<file path="src/rtl/subservient_sram_bridge.sv">
// Bridges the RF RAM port and a 32-bit Wishbone slave onto one 1R1W SRAM macro.
// Wishbone words become 32/dw sequential beats; RF strobes always take priority.
module subservient_sram_bridge #(
  parameter int depth = 512,
  parameter int dw    = 8,
  parameter int saw   = $clog2(depth*8/dw)
) (
  input  logic                        i_clk,
  input  logic                        i_rst,
  input  logic [saw-1:0]              i_rf_waddr,
  input  logic [dw-1:0]               i_rf_wdata,
  input  logic                        i_rf_wen,
  input  logic [saw-1:0]              i_rf_raddr,
  input  logic                        i_rf_ren,
  output logic [dw-1:0]               o_rf_rdata,
  input  logic [$clog2(depth)-3:0]    i_wb_adr,
  input  logic [31:0]                 i_wb_dat,
  input  logic [3:0]                  i_wb_sel,
  input  logic                        i_wb_we,
  input  logic                        i_wb_stb,
  output logic [31:0]                 o_wb_rdt,
  output logic                        o_wb_ack,
  output logic [saw-1:0]              o_sram_waddr,
  output logic [dw-1:0]               o_sram_wdata,
  output logic [dw/8-1:0]             o_sram_wmask,
  output logic                        o_sram_wen,
  output logic [saw-1:0]              o_sram_raddr,
  input  logic [dw-1:0]               i_sram_rdata,
  output logic                        o_sram_ren
);

  localparam int nb = 32 / dw;
  localparam int bw = (nb > 1) ? $clog2(nb) : 1;
  localparam int aw = $clog2(depth) - 2;
  localparam int mw = dw / 8;
  localparam logic [bw-1:0] last_beat = bw'(nb - 1);

  localparam logic [2:0] st_idle   = 3'd0;
  localparam logic [2:0] st_wr     = 3'd1;
  localparam logic [2:0] st_rd     = 3'd2;
  localparam logic [2:0] st_rdlast = 3'd3;
  localparam logic [2:0] st_ack    = 3'd4;

  logic [2:0]     state_r;
  logic [2:0]     next_s;
  logic [aw-1:0]  adr_r;
  logic [31:0]    dat_r;
  logic [3:0]     sel_r;
  logic [bw-1:0]  beat_r;
  logic           pend_r;
  logic [bw-1:0]  pend_beat_r;
  logic [31:0]    rdt_r;
  logic           ack_r;

  logic [saw-1:0] beat_addr_s;
  logic [dw-1:0]  beat_data_s;
  logic [mw-1:0]  beat_sel_s;
  logic           wr_go_s;
  logic           rd_go_s;

  assign beat_addr_s = saw'(adr_r) * saw'(nb) + saw'(beat_r);
  assign beat_data_s = dat_r[int'(beat_r)*dw +: dw];
  assign beat_sel_s  = sel_r[int'(beat_r)*mw +: mw];

  // An all-zero select beat needs no port, so it advances even under an RF write.
  assign wr_go_s = (state_r == st_wr) && (!i_rf_wen || (beat_sel_s == {mw{1'b0}}));
  assign rd_go_s = (state_r == st_rd) && !i_rf_ren;

  assign o_rf_rdata = i_sram_rdata;
  assign o_wb_rdt   = rdt_r;
  assign o_wb_ack   = ack_r;

  // Write port arbitration: RF first, then the current Wishbone write beat.
  always_comb begin
    o_sram_waddr = i_rf_waddr;
    o_sram_wdata = i_rf_wdata;
    o_sram_wmask = {mw{1'b1}};
    o_sram_wen   = 1'b0;
    if (i_rf_wen) begin
      o_sram_wen = 1'b1;
    end else if (state_r == st_wr) begin
      o_sram_waddr = beat_addr_s;
      o_sram_wdata = beat_data_s;
      o_sram_wmask = beat_sel_s;
      o_sram_wen   = |beat_sel_s;
    end else begin
      o_sram_wen = 1'b0;
    end
  end

  // Read port arbitration: RF first, then the current Wishbone read beat.
  always_comb begin
    o_sram_raddr = i_rf_raddr;
    o_sram_ren   = 1'b0;
    if (i_rf_ren) begin
      o_sram_ren = 1'b1;
    end else if (state_r == st_rd) begin
      o_sram_raddr = beat_addr_s;
      o_sram_ren   = 1'b1;
    end else begin
      o_sram_ren = 1'b0;
    end
  end

  // Transaction sequencing.
  always_comb begin
    next_s = state_r;
    case (state_r)
      st_idle:   next_s = i_wb_stb ? (i_wb_we ? st_wr : st_rd) : st_idle;
      st_wr:     next_s = (wr_go_s && (beat_r == last_beat)) ? st_ack : st_wr;
      st_rd:     next_s = (rd_go_s && (beat_r == last_beat)) ? st_rdlast : st_rd;
      st_rdlast: next_s = st_ack;
      st_ack:    next_s = st_idle;
      default:   next_s = st_idle;
    endcase
  end

  // State, request latch, beat counter and read-data assembly.
  always_ff @(posedge i_clk or posedge i_rst) begin
    if (i_rst) begin
      state_r     <= st_idle;
      adr_r       <= {aw{1'b0}};
      dat_r       <= 32'h0000_0000;
      sel_r       <= 4'b0000;
      beat_r      <= {bw{1'b0}};
      pend_r      <= 1'b0;
      pend_beat_r <= {bw{1'b0}};
      rdt_r       <= 32'h0000_0000;
      ack_r       <= 1'b0;
    end else begin
      state_r <= next_s;
      ack_r   <= (next_s == st_ack);
      if (state_r == st_idle) begin
        if (i_wb_stb) begin
          adr_r  <= i_wb_adr;
          dat_r  <= i_wb_dat;
          sel_r  <= i_wb_sel;
          beat_r <= {bw{1'b0}};
        end
      end else if (wr_go_s || rd_go_s) begin
        beat_r <= (beat_r == last_beat) ? {bw{1'b0}} : beat_r + bw'(1);
      end
      // Data for a beat issued last cycle lands in its slice now.
      pend_r      <= rd_go_s;
      pend_beat_r <= beat_r;
      if (pend_r) begin
        rdt_r[int'(pend_beat_r)*dw +: dw] <= i_sram_rdata;
      end
    end
  end

endmodule

</file>
<file path="config.mk">
export PLATFORM = sky130hd
export DESIGN_NAME = subservient_sram_bridge
export DESIGN_NICKNAME = d
export VERILOG_FILES = /design/src/rtl/subservient_sram_bridge.sv
export SDC_FILE = /design/constraint.sdc
export NUM_CORES = 1
export LEC_CHECK = 0
export BUFFER_PORTS_ARGS = -buffer_cell sky130_fd_sc_hd__buf_2
export CORE_MARGIN = 8
export CORE_UTILIZATION = 40
export CTS_CLUSTER_DIAMETER = 80
export DETAILED_ROUTE_END_ITERATION = 10
export GPL_TIMING_DRIVEN = 1
export HOLD_SLACK_MARGIN = 0.1
export PLACE_DENSITY = 0.68
export SLEW_MARGIN = 20
export SYNTH_ARGS = -nofsm -noshare
export SYNTH_HDL_FRONTEND = slang
export SYNTH_SLANG_ARGS = --single-unit
</file>
<file path="constraint.sdc">
create_clock -name i_clk -period 6.55 [get_ports i_clk]
set_input_delay 0 -clock i_clk [delete_from_list [all_inputs] [get_ports i_clk]]
set_output_delay 0 -clock i_clk [all_outputs]
set_load 0.1 [all_outputs]
</file>
==> results.txt <==
The flow ran to the end, and the final reports show no timing, DRC or antenna violations. Relative to the synthesized area, the layout overhead comes to 40.7%. Setup repair after global routing left no endpoint under its margin. The total negative slack for setup checks is 0 ns. The most common cell in the synthesized netlist is sky130_fd_sc_hd__dfrtp_1.

The global-route wire length before repair is between 15 and 20 mm. The startpoint identified for the worst register-to-register timing path is beat_r[0]. Of all nets on the critical path, the largest fanout is 17.

The endpoint of the worst-slack reg-to-reg timing path is state_r[0]. Setup violations remaining at the end of the flow were counted as 0. The switching component of the power is 1.26 mW. The clock power share is between 10% and 20%. The async set or reset register ratio after synthesis is between 90% and 100%. The critical path in this run is classified as flip-flop to output port. STA classifies the critical path startpoint as a flip-flop. The arrival time at the worst endpoint is around 2.4 ns. The average routed wire per standard cell came out at between 15 and 20 um. The post-synth net total is 359. The commonest cells after synthesis are sky130_fd_sc_hd__dfrtp_1, sky130_fd_sc_hd__mux2_2, sky130_fd_sc_hd__a22o_1, sky130_fd_sc_hd__buf_4, sky130_fd_sc_hd__mux2_1.

The placement-stage cell area came out at around 4700 um^2. In the synthesized netlist the dominant register cell turns out to be sky130_fd_sc_hd__dfrtp_1. Clock-pin slew was measured on the worst setup and hold paths at 0.09 ns. The post-layout minimum cycle time came out at around 2.4 ns. The count of different cell masters after synthesis is 34. The effective utilization at floorplan is around two fifths. The logic gate share of total power is around half.

The setup slack on the worst flop-to-flop path came out at between 4 and 5 ns. TritonCTS built the clock tree. The fraction of power consumed by sequential logic came out at between 30% and 40%. The die span in y is around 110 um. The netlist area before placement came out at 3890 um^2. The peak ir drop on the vdd network came out at 0.000246 V.

The number of vias in the routed layout came out at between 3000 and 4000. The count of TritonRoute iterations in the first routing pass is 4. Summed over all layers, the routed wires come to 10.7 mm. The slew at the pin closest to its max-slew limit came out at around 0.95 ns. The capturing instance or port of the critical path is o_sram_wdata[3]. The number of cells produced by synthesis came out at between 200 and 300.

STA classifies the critical path endpoint as an output port. The clock insertion delay at the later pin of the skew report came out at roughly 0.34 ns. Dividing total power by cell area gives a power density of 477 nW/um^2. The placer congestion estimate is approximately 0.78.

The half-perimeter wire length of the detailed placement result is between 7 and 8 mm. The total DRC errors in the routed layout is 0. The count of max-cap constraint violations is 0.

The maximum frequency from static timing analysis is 0.410 GHz. Row generation in the floorplan step produced 36 rows. The total power draw came out at ~2.6 mW. Yosys mapped a number of flops with a built-in enable equal to 0. The synthesis warning total is 0. The largest total area in the synthesized netlist belongs to sky130_fd_sc_hd__dfrtp_1. The horizontal extent of the die came out at approximately 110 um.

The number of buffers between clock root and the deepest sink is 2. The cell leakage power came out at ~2.7 nW. Clock tree synthesis inserted a total of 9 buffers. The relative slew slack came out at 36.6%. The number of nets still failing antenna checks after routing is 0. The worst setup skew after layout came out at about 0.012 ns. Buffers placed on the I/O ports in this run total approximately 150. Net switching is between 40% and 50% of the power. In this run, synthesis produced a sequential element count of 84. The tree built by TritonCTS fans out to 84 sinks. The total inserted antenna cells is 0. The core region is between 9000 and 10000 um^2. The global route total overflow is 0. The initial antenna violation count is 1.

The final net count came out at 560. The number of slew-limit violations in the final report came out at 0. The number of global-route vias before repair came to 3413.

In this run the worst hold path is classified as input port to flip-flop. The internal power of the cells totals 1.35 mW. At the worst endpoint, the required time is approximately 6.6 ns.

The post-detailed-route via-to-cell ratio is about 5. The post-synthesis average cell area is roughly 14 um^2. For the worst flop-to-flop path, the logic depth is 4.

In this run the worst setup path begins at beat_r[0]. The starting DRC count in detailed routing came out at between 100 and 150. The hold violation count in the final report came to 0. The number of gates resized after CTS is 0. The post-layout instance area is between 5000 and 6000 um^2.

The number of placed I/O pins is 153. By area the synthesized netlist is led by sky130_fd_sc_hd__dfrtp_1, sky130_fd_sc_hd__mux2_2, sky130_fd_sc_hd__a22o_1, sky130_fd_sc_hd__mux4_2, sky130_fd_sc_hd__mux2_1. For this run, the total global-route usage over all layers was measured as about 17%.

In the finished design, the share of the clock period the worst path needs comes to between 30% and 40%. The largest net degree at the start of global routing came out at 85. The H-tree was split into 3 levels.

In the final layout, the share of cells above drive strength 1 is 51.1%. The die area came out at roughly 13000 um^2. The clock root buffer is sky130_fd_sc_hd__clkbuf_8.

After synthesis, flip-flops and latches occupy 54.1% of the total area. The top cell type's share of synthesized area came out at between 50% and 60%.
[worst max-delay path: stages (launching register included)]
cell,delay (ns)
sky130_fd_sc_hd__dfrtp_1,0.89
sky130_fd_sc_hd__mux4_2,0.60
sky130_fd_sc_hd__mux2_1,0.30
sky130_fd_sc_hd__buf_2,0.29
[per-layer routing]
layer / vias up / share of wire, % / global-route usage (%)
met5: - / 0.075 / 0
met4: 2 / 1.4 / 6.21
met3: 15 / 8.9 / 5.43
met2: 135 / 46 / 26.5
met1: 1503 / 43 / 21.0
li1: 1397 / - / -
[stage by stage]
stage / cells / setup slack [ns] / util [%] / hold WS (ns)
after detailed placement: 538 / 4.40 / 49.1 / 0.237
after global placement: 538 / 4.47 / 49.1 / 0.220
after CTS: 609 / 4.04 / 57.0 / 0.150
after floorplan: 270 / 4.21 / - / 0.133
after global routing: 609 / 3.94 / 57.0 / 0.177
final: 609 / 4.11 / 57.0 / 0.174
[sequential cells by signal (all words and copies together), names as in the netlist, 2 cells and up]
signal       flops
beat_r           2
state_r          3
sel_r            4
adr_r            7
dat_r           32
o_wb_rdt        32
pend_beat_r      2
[timing repair]
action	4_1_cts	5_1_grt
hold buffers	55	0
hold endpoints to repair	162	0
buffers inserted	0	0
[worst min-delay path by stage]
stage | start | to | slack [ns] | cells past startpoint
after floorplan | i_sram_rdata[2] | o_wb_rdt[10] | 0.13 | 1
after global placement | i_wb_adr[6] | adr_r[6] | 0.22 | 2
after detailed placement | i_wb_dat[19] | dat_r[19] | 0.24 | 2
after CTS | i_rf_wen | beat_r[1] | 0.15 | 4
after global routing | i_rf_wen | beat_r[1] | 0.18 | 4
final | i_rf_wen | beat_r[1] | 0.17 | 4
[layout by cell type (no fill, tap or decap), drive strengths merged]
cell type      n
buf          154
dfrtp         84
mux2          70
dlygate4sd3   55
a22o          33
clkbuf        11
mux4           8
nand2          7
nor2           7
ha             6
a21oi          4
nand2b         4
clkinv         4
nor2b          3
inv            3
nor3           3
and4           2
a21o           2
o21ai          2
o21bai         2
nor4b          1
mux2i          1
a2bb2oi        1
or2            1
a221o          1
nand3          1
or3b           1
a21boi         1
nor3b          1
a211o          1
bufinv         1
clkinvlp       1
[kinds of logic after synthesis]
family,after synthesis,share of synthesized area (%)
buffers and inverters,23,3.73
AND/OR/NAND/NOR,31,5.24
flip-flops,84,54.1
adder cells (fa/ha/maj),6,1.93
multiplexers,79,25.2
AO/OA/AOI/OAI,47,9.88
[cell type report]
cell class              instances  area (um^2)
inverters                       4         16.3
repair buffers                209         1330
clock buffers                  11          151
flip-flops and latches         84         2100
clock inverters                 5         60.1
well taps                     133          166
fillers                       771         4120
multi-input cells             163         1650
[power by group through the flow]
stage / Clock (mW) / Sequential [mW] / Combinational [mW]
4_1_cts: 0.401 / 0.879 / 1.35
3_5_place_dp: 0 / 0.888 / 1.32
5_1_grt: 0.420 / 0.911 / 1.41
6_report: 0.386 / 0.877 / 1.35
2_1_floorplan: 0 / 1.15 / 0.831
3_3_place_gp: 0 / 0.881 / 1.30
(Power assumes the default switching activity.)
